==> src/rtl/text_pkg.sv <==
// Shared definitions for the 40x24 text page: geometry, control codes,
// writer FSM states and the cell address map used by writer and display.
package text_pkg;

   localparam int          TXT_COLS = 40;
   localparam int          TXT_ROWS = 24;
   localparam logic [5:0]  COL_LAST = 6'(TXT_COLS - 1);
   localparam logic [4:0]  ROW_LAST = 5'(TXT_ROWS - 1);

   localparam logic [6:0]  CC_CR = 7'h0D;
   localparam logic [6:0]  CC_BS = 7'h08;
   localparam logic [6:0]  CC_FF = 7'h0C;
   localparam logic [6:0]  CC_LF = 7'h0A;

   typedef enum logic [2:0] {
      IDLE, WRITE, SCROLL_RD, SCROLL_WR, BLANK_ROW, CLEAR
   } state_t;

   // Cell address: linear rows of 40, or the Apple II layout where rows
   // 0..7 sit at 128-byte strides and each third of the screen adds 40.
   function automatic logic [15:0] txt_addr(input logic [4:0]  row,
                                            input logic [5:0]  col,
                                            input logic [15:0] base,
                                            input logic        interleave);
      logic [15:0] r16, c16;
      r16 = {11'd0, row};
      c16 = {10'd0, col};
      if (interleave)
         return base + {6'd0, row[2:0], 7'd0} + {14'd0, row[4:3]} * 16'd40 + c16;
      else
         return base + r16 * 16'd40 + c16;
   endfunction

endpackage

==> src/rtl/txt_addr_map.sv <==
// Combinational cell-to-address mapper around the shared txt_addr function.
module txt_addr_map
   import text_pkg::*;
#(
   parameter int          INTERLEAVE = 0,
   parameter logic [15:0] BASE       = 16'h0400
) (
   input  logic [4:0]  row,
   input  logic [5:0]  col,
   output logic [15:0] adr
);

   assign adr = txt_addr(row, col, BASE, INTERLEAVE != 0);

endmodule

==> src/rtl/text_console.sv <==
// Character-stream writer for the 40x24 text page: cursor, control codes,
// line wrap, scroll-up through a 1-cycle-latency memory port, and clear.
module text_console
   import text_pkg::*;
#(
   parameter int          INTERLEAVE = 0,
   parameter logic [15:0] BASE       = 16'h0400,
   parameter logic [7:0]  BLANK      = 8'hA0
) (
   input  logic        clk,
   input  logic        reset,
   input  logic [7:0]  ch,
   input  logic        ch_valid,
   output logic        ch_ready,
   output logic [15:0] mem_adr,
   output logic [7:0]  mem_d,
   output logic        mem_we,
   input  logic [7:0]  mem_q,
   output logic [5:0]  cur_col,
   output logic [4:0]  cur_row,
   output logic        busy
);

   state_t      state;
   logic [7:0]  mem_d_r;
   logic [5:0]  scol;
   logic [4:0]  srow;
   logic        scroll_pend;

   logic        accept, scan_last_col;
   logic [6:0]  code;
   logic [5:0]  ncol, am_col;
   logic [4:0]  nrow, am_row;
   logic [15:0] am_adr;

   // Decode and next scan position; pick the cell whose address is loaded next
   always_comb begin
      accept        = ch_valid && ch_ready;
      code          = ch[6:0];
      scan_last_col = (scol == COL_LAST);
      ncol          = scan_last_col ? 6'd0 : scol + 6'd1;
      nrow          = scan_last_col ? srow + 5'd1 : srow;
      am_row        = cur_row;
      am_col        = cur_col;
      case (state)
         IDLE: begin
            if (code == CC_FF) begin
               am_row = 5'd0;
               am_col = 6'd0;
            end else if (code == CC_CR) begin
               am_row = 5'd1;
               am_col = 6'd0;
            end
         end
         WRITE: begin
            am_row = 5'd1;
            am_col = 6'd0;
         end
         SCROLL_RD: begin
            am_row = srow;
            am_col = scol;
         end
         SCROLL_WR: begin
            if (srow == ROW_LAST - 5'd1 && scan_last_col) begin
               am_row = ROW_LAST;
               am_col = 6'd0;
            end else begin
               am_row = nrow + 5'd1;
               am_col = ncol;
            end
         end
         BLANK_ROW: begin
            am_row = ROW_LAST;
            am_col = ncol;
         end
         CLEAR: begin
            am_row = nrow;
            am_col = ncol;
         end
         default: ;
      endcase
   end

   txt_addr_map #(.INTERLEAVE(INTERLEAVE), .BASE(BASE)) u_map (
      .row (am_row),
      .col (am_col),
      .adr (am_adr)
   );

   // Read data is only valid in the copy cycle, so it bypasses the data register there
   assign mem_d = (state == SCROLL_WR) ? mem_q : mem_d_r;

   // Writer FSM; all memory-port and cursor outputs are registered here
   always_ff @(posedge clk or negedge reset) begin
      if (!reset) begin
         state       <= IDLE;
         ch_ready    <= 1'b0;
         mem_we      <= 1'b0;
         mem_adr     <= BASE;
         mem_d_r     <= 8'h00;
         cur_col     <= 6'd0;
         cur_row     <= 5'd0;
         busy        <= 1'b0;
         scol        <= 6'd0;
         srow        <= 5'd0;
         scroll_pend <= 1'b0;
      end else begin
         case (state)
            IDLE: begin
               ch_ready <= 1'b1;
               if (accept) begin
                  if (code == CC_FF) begin
                     state    <= CLEAR;
                     ch_ready <= 1'b0;
                     busy     <= 1'b1;
                     mem_we   <= 1'b1;
                     mem_adr  <= am_adr;
                     mem_d_r  <= BLANK;
                     srow     <= 5'd0;
                     scol     <= 6'd0;
                     cur_col  <= 6'd0;
                     cur_row  <= 5'd0;
                  end else if (code == CC_CR) begin
                     cur_col <= 6'd0;
                     if (cur_row == ROW_LAST) begin
                        state    <= SCROLL_RD;
                        ch_ready <= 1'b0;
                        busy     <= 1'b1;
                        mem_adr  <= am_adr;
                        srow     <= 5'd0;
                        scol     <= 6'd0;
                     end else begin
                        cur_row <= cur_row + 5'd1;
                     end
                  end else if (code == CC_BS) begin
                     if (cur_col != 6'd0) begin
                        cur_col <= cur_col - 6'd1;
                     end else if (cur_row != 5'd0) begin
                        cur_col <= COL_LAST;
                        cur_row <= cur_row - 5'd1;
                     end
                  end else if (code != CC_LF) begin
                     state    <= WRITE;
                     ch_ready <= 1'b0;
                     mem_we   <= 1'b1;
                     mem_adr  <= am_adr;
                     mem_d_r  <= ch;
                     if (cur_col == COL_LAST) begin
                        cur_col <= 6'd0;
                        if (cur_row == ROW_LAST) scroll_pend <= 1'b1;
                        else                     cur_row     <= cur_row + 5'd1;
                     end else begin
                        cur_col <= cur_col + 6'd1;
                     end
                  end
               end
            end
            WRITE: begin
               mem_we <= 1'b0;
               if (scroll_pend) begin
                  scroll_pend <= 1'b0;
                  state       <= SCROLL_RD;
                  busy        <= 1'b1;
                  mem_adr     <= am_adr;
                  srow        <= 5'd0;
                  scol        <= 6'd0;
               end else begin
                  state    <= IDLE;
                  ch_ready <= 1'b1;
               end
            end
            SCROLL_RD: begin
               state   <= SCROLL_WR;
               mem_we  <= 1'b1;
               mem_adr <= am_adr;
            end
            SCROLL_WR: begin
               mem_adr <= am_adr;
               if (srow == ROW_LAST - 5'd1 && scan_last_col) begin
                  state   <= BLANK_ROW;
                  mem_d_r <= BLANK;
                  scol    <= 6'd0;
               end else begin
                  state  <= SCROLL_RD;
                  mem_we <= 1'b0;
                  scol   <= ncol;
                  srow   <= nrow;
               end
            end
            BLANK_ROW: begin
               if (scan_last_col) begin
                  state    <= IDLE;
                  mem_we   <= 1'b0;
                  busy     <= 1'b0;
                  ch_ready <= 1'b1;
               end else begin
                  scol    <= ncol;
                  mem_adr <= am_adr;
               end
            end
            CLEAR: begin
               if (srow == ROW_LAST && scan_last_col) begin
                  state    <= IDLE;
                  mem_we   <= 1'b0;
                  busy     <= 1'b0;
                  ch_ready <= 1'b1;
               end else begin
                  scol    <= ncol;
                  srow    <= nrow;
                  mem_adr <= am_adr;
               end
            end
            default: state <= IDLE;
         endcase
      end
   end

endmodule

==> config.mk <==
export PLATFORM = sky130hd
export DESIGN_NAME = text_console
export DESIGN_NICKNAME = d
export VERILOG_FILES = /design/src/rtl/text_pkg.sv /design/src/rtl/txt_addr_map.sv /design/src/rtl/text_console.sv
export SDC_FILE = /design/constraint.sdc
export NUM_CORES = 1
export LEC_CHECK = 0
export CAP_MARGIN = 20
export CELL_PAD_IN_SITES_DETAIL_PLACEMENT = 0
export CELL_PAD_IN_SITES_GLOBAL_PLACEMENT = 1
export CORE_MARGIN = 3
export CORE_UTILIZATION = 35
export CTS_BUF_LIST = sky130_fd_sc_hd__clkbuf_4 sky130_fd_sc_hd__clkbuf_8
export DETAILED_ROUTE_END_ITERATION = 12
export PLACE_DENSITY = 0.69
export SETUP_SLACK_MARGIN = 0.1
export SYNTH_ARGS = -nofsm -noshare
export SYNTH_HDL_FRONTEND = slang
export SYNTH_SLANG_ARGS = --single-unit
==> constraint.sdc <==
create_clock -name clk -period 6.1 [get_ports clk]
set_input_delay 1.525 -clock clk [delete_from_list [all_inputs] [get_ports clk]]
set_output_delay 1.525 -clock clk [all_outputs]
set_load 0.02 [all_outputs]
==> metrics.cfg <==
[cts]
cts.sinks=49
cts_made_buffers=5
cts_resized=0
clockBufferDepth=2
insertion_delay_ns=0.31
hold_buffers=0
cts_root_buf=clkbuf_8
cts_tree=built
clk_pin_slew_ns=0.09
htreeDepth=2
post_cts_buffers=0

[power_and_ir_drop]
ir_drop_uv=77.6
power_switching_mw=0.135
p_leak_nw=1.92
seqPwrFrac_pct=54.2
swShare_pct=22.5
combPwrFrac_pct=5.1
p_int_mw=0.464
p_clk_share_pct=40.7
power_density_mw_per_mm2=126

[detailed_routing]
top_layer=met4
wl_met2_mm=5.42
vias_per_cell=5.78
dr.pass1.iters=5
wl_mm=12.1
drc=0
drtIter0Drc=443
routedWlPerCell_um=17.8
ant_nets=0
wl_met3_um=878
vias=3936
wl_met1_mm=5.67

[layout]
finalNonFillerCells=681
drive_gt1_share_pct=6.65
final_util_pct=42.8
layout_common_cells=nand2_1, clkdlybuf4s50_1, dfrtp_1
fin_nets=580
area_delta_synth_final_pct=16.8
fillers=1126
multiInputGateArea_sq_mm=0.00257
regArea_sq_mm=0.00123
layout_commonest_cell=nand2_1
antenna_cells=0

[worst_hold_path]
hold_class=flip-flop to flip-flop

[sta]
clock_skew_ns=0.00921
setup_ws_ns=0.701
max-slew-margin-rel_pct=47.5
rsz0062_at_grt=false
finalSetupViolCount=0
setup_tns_ns=0
layout_min_cycle_time_ns=5.40
period_share_pct=88.5
tightest_slew_ns=0.784
hold_viol=0
fmax_mhz=185
slew_viol_final=0

[setup_path]
cp_max_fo=7
crit_required_ns=6.34
critical_path.startpoint_type=input pin
worstSetupEndpointType=flip-flop
critPathArrivalTime_ns=5.64
path_class=input pin to flip-flop

[global_route]
grt_overflow=0
grt_max_degree=50
grt_pass1_wl_mm=20.1
track_usage_pct=19.1
first_global_vias=3786
antenna_found_initial=0

[outcome]
status=completed

[yosys]
yosysUniqueCellTypes=76
synth_top_area_cell=dfrtp_1
synth.avg_cell_area_sq_um=8.06
ys_warn_count=0
ys.flop_type=dfrtp_1
synthCells=503
netlist_top_cells_area=dfrtp_1, nand2_1, ha_1
yosysTopAreaCellShare_pct=29.6
ys_ff_latch=49
synth.cell_area_sq_mm=0.00406
synth_enable_flop_cells=0
ys_seq_area_share_pct=30.3
async_flop_share_pct=100

[die]
ioPinCount=57
fp-row-count=38
coreArea_sq_mm=0.0111
start_util_pct=36.6
die_area_sq_mm=0.0129
fp.dieW_um=114
fp.dieH_um=114

[placed_design]
post-place-ws_ns=0.468
routabilityCongestion=0.879
numPortBuffers=52
place_hpwl_mm=8.98
dp_cells=673

[run]
cap_violations=0

## power by group through the flow
stage	clock, mW	combinational, mW	sequential, mW
after global placement	0	0.0307	0.331
after CTS	0.253	0.0310	0.325
final	0.244	0.0305	0.325
after detailed placement	0	0.0308	0.331
after floorplan	0	0.00960	0.331
after global routing	0.265	0.0334	0.325
## sequential cells by signal, summed over array words and instances, names as in the netlist
signal and count:
state 3, scroll_pend 1, scol 6, ch_ready 1
mem_we 1, cur_row 5, mem_adr 12, mem_d_r 8
cur_col 6, busy 1, srow 5
## path summary, 6_finish.rpt
kind                                 start           to  slack [ns]  cells past startpoint
worst max-delay path                 ch[4]  mem_adr[10]        0.70                     15
worst min-delay path            mem_adr[0]   mem_adr[0]        0.48                      2
worst max register to register     scol[0]  mem_adr[10]        0.91                     19
worst min register to register  mem_adr[0]   mem_adr[0]        0.48                      2
max in group asynchronous            reset      srow[4]        4.30                      2
min in group asynchronous            reset   mem_d_r[6]        1.33                      2
## Yosys cell counts (2+ instances only)
| library cell | instances |
|---|---|
| fa_1 | 2 |
| mux2_2 | 2 |
| o41ai_1 | 2 |
| a32oi_1 | 2 |
| o21ai_0 | 44 |
| nand3_1 | 17 |
| o21ai_1 | 2 |
| o311ai_0 | 2 |
| nor4_1 | 4 |
| a21o_1 | 9 |
| inv_1 | 22 |
| buf_4 | 7 |
| clkbuf_1 | 16 |
| nor4b_1 | 2 |
| a31oi_1 | 10 |
| nor2_1 | 34 |
| xnor2_1 | 9 |
| nand4_1 | 10 |
| o31a_1 | 3 |
| buf_6 | 3 |
| a41oi_1 | 2 |
| o32ai_1 | 2 |
| nor3_1 | 13 |
| o31ai_1 | 13 |
| or3_1 | 3 |
| ha_1 | 19 |
| o211ai_1 | 5 |
| nand4b_1 | 4 |
| a221oi_1 | 4 |
| nor2b_1 | 5 |
| xor2_1 | 10 |
| a211oi_1 | 4 |
| buf_2 | 5 |
| a21oi_1 | 26 |
| nand2_1 | 86 |
| dfrtp_1 | 48 |
| nand3b_1 | 2 |
| nand2b_1 | 5 |
| mux2i_1 | 2 |
| and3_1 | 5 |
| o2111ai_1 | 3 |
## stage by stage
stage	hold slack (ns)	power (mW)	cell area (sq um)
floorplan	0.448	0.341	4070
global placement	0.460	0.362	4630
detailed placement	0.470	0.362	4630
CTS	0.492	0.609	4740
global route	0.520	0.623	4740
finish	0.484	0.599	4740
## cell families (layout without fill, tap and decap cells)
family | after synthesis | after routing | share of synthesized area, %
AOI/OAI and AO/OA | 149 | 149 | 24.4
and+or+nand+nor | 206 | 206 | 26.7
xor gates and xnor gates | 19 | 19 | 4.10
adders and majority gates | 21 | 21 | 6.85
buffers and inverters | 54 | 89 | 6.60
other | 1 | 4 | 0.0924
DFF | 49 | 49 | 30.3
muxes | 4 | 4 | 1.05
## critical path, stage by stage
cell,delay [ns]
clkdlybuf4s50_1,0.49
or4b_4,0.62
nor3_4,0.15
o21ai_1,0.24
a221oi_1,0.38
o21ai_0,0.20
ha_1,0.33
ha_1,0.22
fa_1,0.40
xor2_1,0.20
inv_1,0.08
o41ai_1,0.38
nand4_1,0.14
a31oi_1,0.21
a211oi_2,0.06
## layout make-up
| type | instances | share of cell area (%) |
|---|---|---|
| clock inverters | 2 | 0.740 |
| well taps | 140 | 3.70 |
| repair buffers | 59 | 12.0 |
| flip-flops and latches | 49 | 25.9 |
| clock buffers | 6 | 1.61 |
| inverters | 22 | 1.74 |
| multi-input cells | 403 | 54.3 |
## metal layers
layer  vias to the layer above  global-route usage [%]
li1                       1906                       -
met1                      1868                    26.8
met2                       150                    30.7
met3                        12                    4.03
met4                         0                    3.61
met5                         -                       0
(Power assumes the default switching activity.)
